$ cat config.mk
export PLATFORM = sky130hd
export DESIGN_NAME = tmr_lane_monitor
export DESIGN_NICKNAME = d
export VERILOG_FILES = /design/src/rtl/tmr_lane_monitor.sv
export SDC_FILE = /design/constraint.sdc
export NUM_CORES = 1
export LEC_CHECK = 0
export CORE_MARGIN = 1.5
export CORE_UTILIZATION = 45
export DETAILED_ROUTE_END_ITERATION = 8
export GPL_TIMING_DRIVEN = 0
export PLACE_DENSITY = 0.76
export SLEW_MARGIN = 10
export SYNTH_ARGS = -nofsm -noshare
export SYNTH_HDL_FRONTEND = slang
export SYNTH_SLANG_ARGS = --single-unit
$ cat constraint.sdc
create_clock -name clk -period 2.5 [get_ports clk]
set_input_delay 0.75 -clock clk [delete_from_list [all_inputs] [get_ports clk]]
set_output_delay 0.75 -clock clk [all_outputs]
set_load 0.02 [all_outputs]
$ cat src/rtl/tmr_lane_monitor.sv
// tmr_lane_monitor
// Receive-side checker for a triplicated datapath. It registers the bitwise
// majority of the three lanes and flags the lanes that disagree with it. A
// per-lane OK/SUSPECT/FAULTY state machine separates transient upsets from
// permanent faults. It latches the faults and pulses fault_irq for one cycle
// when any lane becomes FAULTY.
//
// Ports:
//   clk, rst_n      rising-edge clock, synchronous active-low reset
//   valid_in        data_1/2/3 are sampled this cycle
//   data_1..data_3  the three redundant lane copies
//   clear_i         clears latched faults, FSMs and counters
//   voted_out       registered majority value (held while not valid)
//   voted_valid     voted_out was updated by a valid sample
//   lane_err        per-sample mismatch against the vote, bit0 = lane 1
//   lane_fault      latched FAULTY flag per lane
//   uncorrectable   all three lanes pairwise different in this sample
//   err_cnt_1..3    saturating total mismatch count per lane
//   fault_irq       one-cycle pulse when any lane enters FAULTY
module tmr_lane_monitor #(
  parameter int WIDTH      = 4,
  parameter int ERR_THRESH = 3,
  parameter int CNT_W      = 8
) (
  input  logic             clk,
  input  logic             rst_n,
  input  logic             valid_in,
  input  logic [WIDTH-1:0] data_1,
  input  logic [WIDTH-1:0] data_2,
  input  logic [WIDTH-1:0] data_3,
  input  logic             clear_i,
  output logic [WIDTH-1:0] voted_out,
  output logic             voted_valid,
  output logic [2:0]       lane_err,
  output logic [2:0]       lane_fault,
  output logic             uncorrectable,
  output logic [CNT_W-1:0] err_cnt_1,
  output logic [CNT_W-1:0] err_cnt_2,
  output logic [CNT_W-1:0] err_cnt_3,
  output logic             fault_irq
);

  typedef enum logic [1:0] {
    ST_OK      = 2'd0,
    ST_SUSPECT = 2'd1,
    ST_FAULTY  = 2'd2
  } lane_state_e;

  localparam logic [3:0]       THRESH_C = 4'(ERR_THRESH);
  localparam logic [CNT_W-1:0] CNT_MAX  = {CNT_W{1'b1}};

  logic [WIDTH-1:0] lane_data_s [3];
  logic [WIDTH-1:0] vote_s;
  logic [2:0]       mis_s;
  logic             unc_s;

  lane_state_e      state_r      [3];
  lane_state_e      state_nxt_s  [3];
  logic [3:0]       consec_r     [3];
  logic [3:0]       consec_nxt_s [3];
  logic [CNT_W-1:0] cnt_r        [3];
  logic [CNT_W-1:0] cnt_nxt_s    [3];
  logic [2:0]       entering_s;

  logic [WIDTH-1:0] voted_out_r;
  logic             voted_valid_r;
  logic [2:0]       lane_err_r;
  logic [2:0]       lane_fault_r;
  logic             unc_r;
  logic             fault_irq_r;

  assign lane_data_s[0] = data_1;
  assign lane_data_s[1] = data_2;
  assign lane_data_s[2] = data_3;

  // Bitwise majority vote, per-lane mismatch and the all-different condition.
  always_comb begin
    vote_s   = (data_1 & data_2) | (data_1 & data_3) | (data_2 & data_3);
    mis_s[0] = (data_1 != vote_s);
    mis_s[1] = (data_2 != vote_s);
    mis_s[2] = (data_3 != vote_s);
    unc_s    = (data_1 != data_2) && (data_2 != data_3) && (data_1 != data_3);
  end

  // Per-lane persistence FSM, consecutive counter and saturating error
  // counter. clear_i wins over a sample; idle cycles change nothing.
  always_comb begin
    for (int i = 0; i < 3; i++) begin
      state_nxt_s[i]  = state_r[i];
      consec_nxt_s[i] = consec_r[i];
      cnt_nxt_s[i]    = cnt_r[i];
      entering_s[i]   = 1'b0;
      if (clear_i) begin
        state_nxt_s[i]  = ST_OK;
        consec_nxt_s[i] = 4'd0;
        cnt_nxt_s[i]    = '0;
      end else if (valid_in) begin
        if (mis_s[i] && (cnt_r[i] != CNT_MAX)) begin
          cnt_nxt_s[i] = cnt_r[i] + CNT_W'(1);
        end else begin
          cnt_nxt_s[i] = cnt_r[i];
        end
        case (state_r[i])
          ST_OK: begin
            if (mis_s[i]) begin
              consec_nxt_s[i] = 4'd1;
              // A threshold of one skips SUSPECT entirely.
              state_nxt_s[i]  = (4'd1 >= THRESH_C) ? ST_FAULTY : ST_SUSPECT;
            end else begin
              consec_nxt_s[i] = 4'd0;
            end
          end
          ST_SUSPECT: begin
            if (mis_s[i]) begin
              consec_nxt_s[i] = consec_r[i] + 4'd1;
              if ((consec_r[i] + 4'd1) >= THRESH_C) begin
                state_nxt_s[i] = ST_FAULTY;
              end else begin
                state_nxt_s[i] = ST_SUSPECT;
              end
            end else begin
              state_nxt_s[i]  = ST_OK;
              consec_nxt_s[i] = 4'd0;
            end
          end
          ST_FAULTY: begin
            state_nxt_s[i] = ST_FAULTY;
          end
          default: begin
            state_nxt_s[i]  = ST_OK;
            consec_nxt_s[i] = 4'd0;
          end
        endcase
        entering_s[i] = (state_nxt_s[i] == ST_FAULTY) && (state_r[i] != ST_FAULTY);
      end else begin
        state_nxt_s[i] = state_r[i];
      end
    end
  end

  // State, counters and all registered outputs.
  always_ff @(posedge clk) begin
    if (!rst_n) begin
      for (int i = 0; i < 3; i++) begin
        state_r[i]  <= ST_OK;
        consec_r[i] <= 4'd0;
        cnt_r[i]    <= '0;
      end
      voted_out_r   <= '0;
      voted_valid_r <= 1'b0;
      lane_err_r    <= 3'b000;
      lane_fault_r  <= 3'b000;
      unc_r         <= 1'b0;
      fault_irq_r   <= 1'b0;
    end else begin
      for (int i = 0; i < 3; i++) begin
        state_r[i]      <= state_nxt_s[i];
        consec_r[i]     <= consec_nxt_s[i];
        cnt_r[i]        <= cnt_nxt_s[i];
        lane_fault_r[i] <= (state_nxt_s[i] == ST_FAULTY);
      end
      // Several lanes entering FAULTY together give one pulse.
      fault_irq_r <= |entering_s;
      if (valid_in) begin
        voted_out_r   <= vote_s;
        voted_valid_r <= 1'b1;
        lane_err_r    <= mis_s;
        unc_r         <= unc_s;
      end else begin
        voted_valid_r <= 1'b0;
        lane_err_r    <= 3'b000;
        unc_r         <= 1'b0;
      end
    end
  end

  assign voted_out     = voted_out_r;
  assign voted_valid   = voted_valid_r;
  assign lane_err      = lane_err_r;
  assign lane_fault    = lane_fault_r;
  assign uncorrectable = unc_r;
  assign err_cnt_1     = cnt_r[0];
  assign err_cnt_2     = cnt_r[1];
  assign err_cnt_3     = cnt_r[2];
  assign fault_irq     = fault_irq_r;

endmodule

==> impl_metrics.json <==
{
  "placement.io_buffers": 52,
  "ys_seq_elements": 55,
  "coreArea_um2": 6460,
  "setup_violations": 0,
  "drc": 3,
  "numCtsBuffers": 5,
  "ys.flop_type": "dfxtp_1",
  "period_needed_ns": 2.45,
  "grt_overflow": 0,
  "routabilityCongestion": 0.879,
  "routed_via_density": 6.08,
  "seq_area_frac_synth": 0.360,
  "antenna_found_initial": 0,
  "rows": 29,
  "nFillCells": 581,
  "violations": "DRC",
  "path_buf_inv": 2,
  "fmax_mhz": 408,
  "grt_usage": 0.229,
  "critical_path.top_delay_family": "compound AO/OA/AOI/OAI gates",
  "yosys-top-cells-count": "dfxtp_1, nand2_1, nor2_1, a21oi_1, ha_1",
  "drt.antenna.violating_nets": 0,
  "synth_area_leaders": "dfxtp_1, ha_1, nand2_1",
  "cts_sinks": 55,
  "dieArea_um2": 7300,
  "clock-root-buffer": "clkbuf_8",
  "cts_tree": "built",
  "nNetsFinal": 455,
  "place_ws_ns": -0.770,
  "power_leakage_nw": 1.38,
  "synth-edff-count": 0,
  "async_flop_share": 0,
  "clkTransAtPathRegs_ns": 0.09,
  "syn_to_final_growth_pct": 32.7,
  "critPathLaunchType": "input port",
  "cts.path.max_buffers": 2,
  "syn_area_um2": 3060,
  "ys_warn_count": 0,
  "postSynthNetCount": 393,
  "peakVddDrop_mv": 0.326,
  "hold_violations": 0,
  "vias": 3008,
  "final_core_util": 0.628,
  "worst_slew_pin_slew_ns": 0.502,
  "grt_max_degree": 16,
  "synth_area_per_cell_um2": 8.59,
  "slowest_stage": "o41ai_1",
  "synth.most_common_cell": "dfxtp_1",
  "drv_cap": 0,
  "crit_arrival_ns": 2.64,
  "initial_core_util": 0.473,
  "synth_top_area_frac": 0.360,
  "grt_use_met3": 0.0467,
  "syn_inst": 356,
  "setup_ws_ns": 0.0469,
  "finalInstanceArea_um2": 4060,
  "drtPass1Iterations": 9,
  "finalPower_mw": 1.83,
  "maxSlewViolCount": 0,
  "power.density_nw_per_um2": 450,
  "hold_class": "reg2reg",
  "skew_ns": 0.00471,
  "worst_slew_margin_rel": 0.665,
  "worstSetupPathType": "in2reg",
  "wl_per_cell_um": 16.6,
  "wl_um": 8230,
  "outcome": "finished, violations left",
  "hold_ws_ns": 0.479,
  "clock_latency_ns": 0.31,
  "ys_types": 58,
  "grt_pass1_wl_um": 13400,
  "hold_buffers": 0,
  "antennaDiodeCount": 0,
  "dpl-instance-area_um2": 3670,
  "busiest_layer": "met2",
  "fin_crit_sh": 0.981,
  "met1_usage": 0.306,
  "die_x_um": 85.4,
  "die_y_um": 85.4,
  "path_max_fanout": 10,
  "end_kind": "flip-flop",
  "drt_iter0_drc": 186,
  "yosysTopAreaCell": "dfxtp_1",
  "final_layout_size_suffix_gt1_frac": 0.141,
  "grt_use_met2": 0.363,
  "ios": 53,
  "crit_chain": "dlygate4sd2_1 > ha_4 > o31a_1 > o22ai_4 > o21ai_4 > buf_4 > o41ai_1 > a21oi_1",
  "required_ns": 2.69,
  "slowest_delay_ns": 0.35,
  "hpwl_um": 5420,
  "h-tree-depth": 2,
  "grt_pass1_vias": 2785
}
## metrics by stage
stage          cells  TNS (ns)
6_report         495         0
5_1_grt          495  -0.00791
4_1_cts          492         0
3_5_place_dp     485    -24.47
3_3_place_gp     485    -22.74
2_1_floorplan    356         0
## metal layers
metal | part of all wire | vias to the layer above
li1 | - | 1495
met1 | 0.45 | 1411
met2 | 0.46 | 83
met3 | 0.057 | 19
met4 | 0.027 | 0
met5 | 0 | -
## worst paths after layout
kind,from,to,slack [ns],cells after the start
setup reg to reg,consec_r[0][8],state_r[0][4],0.57,7
hold / removal,consec_r[0][3],consec_r[0][3],0.48,2
hold reg to reg,consec_r[0][3],consec_r[0][3],0.48,2
setup / recovery,data_3[1],cnt_r[0][6],0.05,8
## cell usage in the layout (no fill, tap or decap), types with 6 or more instances in the layout
master	count
clkbuf_2	13
ha_4	12
ha_1	9
nor3_1	8
nor4_1	6
nand3_1	16
nor4_2	10
o31a_1	13
nand2b_1	7
clkdlybuf4s50_1	39
nand2_1	33
dfxtp_1	55
o21ai_1	9
or3_1	7
a21oi_1	24
o21ai_0	7
inv_1	11
nor2_1	25
## power by group
part / switching (mW) / leakage [nW] / internal, mW
registers: 0.0145 / 0.447 / 0.894
clock network: 0.282 / 0.0513 / 0.294
logic: 0.196 / 0.884 / 0.146
## kinds of logic after synthesis
logic type,synth area share
AND/OR/NAND/NOR,0.250
XOR/XNOR,0.0229
adder cells (fa/ha/maj),0.0859
multiplexers,0.00982
buffers and inverters,0.0250
flip-flops,0.360
AO/OA/AOI/OAI,0.247
## worst reg2reg max path: cells and delay by family (launching register included)
| family | cells | cell delay (ns) |
|---|---|---|
| buffers and inverters | 1 | 0.10 |
| and+or+nand+nor | 3 | 0.70 |
| adders and majority gates | 1 | 0.21 |
| AOI/OAI and AO/OA | 2 | 0.44 |
| DFF | 1 | 0.43 |
## state kept, by name (all words and copies together), names as in the netlist
name and count:
cnt_r 24, consec_r 12, state_r 6, voted_out 4
lane_err 3, lane_fault 3, fault_irq 1, uncorrectable 1
voted_valid 1
## repair_timing
action	CTS	global route
pin swaps	4	5
endpoints found under the setup margin	44	37
gates resized for setup	56	27
buffers inserted	0	3
## layout make-up
type | instances | area (µm²) | area share
repair buffers | 55 | 497 | 0.122
plain buffers | 9 | 42.5 | 0.0105
inverters | 11 | 41.3 | 0.0102
clock inverters | 1 | 30.0 | 0.00740
clock buffers | 6 | 72.6 | 0.0179
multi-input cells | 281 | 2180 | 0.537
flip-flops and latches | 55 | 1100 | 0.271
well taps | 77 | 96.3 | 0.0237
No activity file was read; power rests on OpenSTA's default activity.
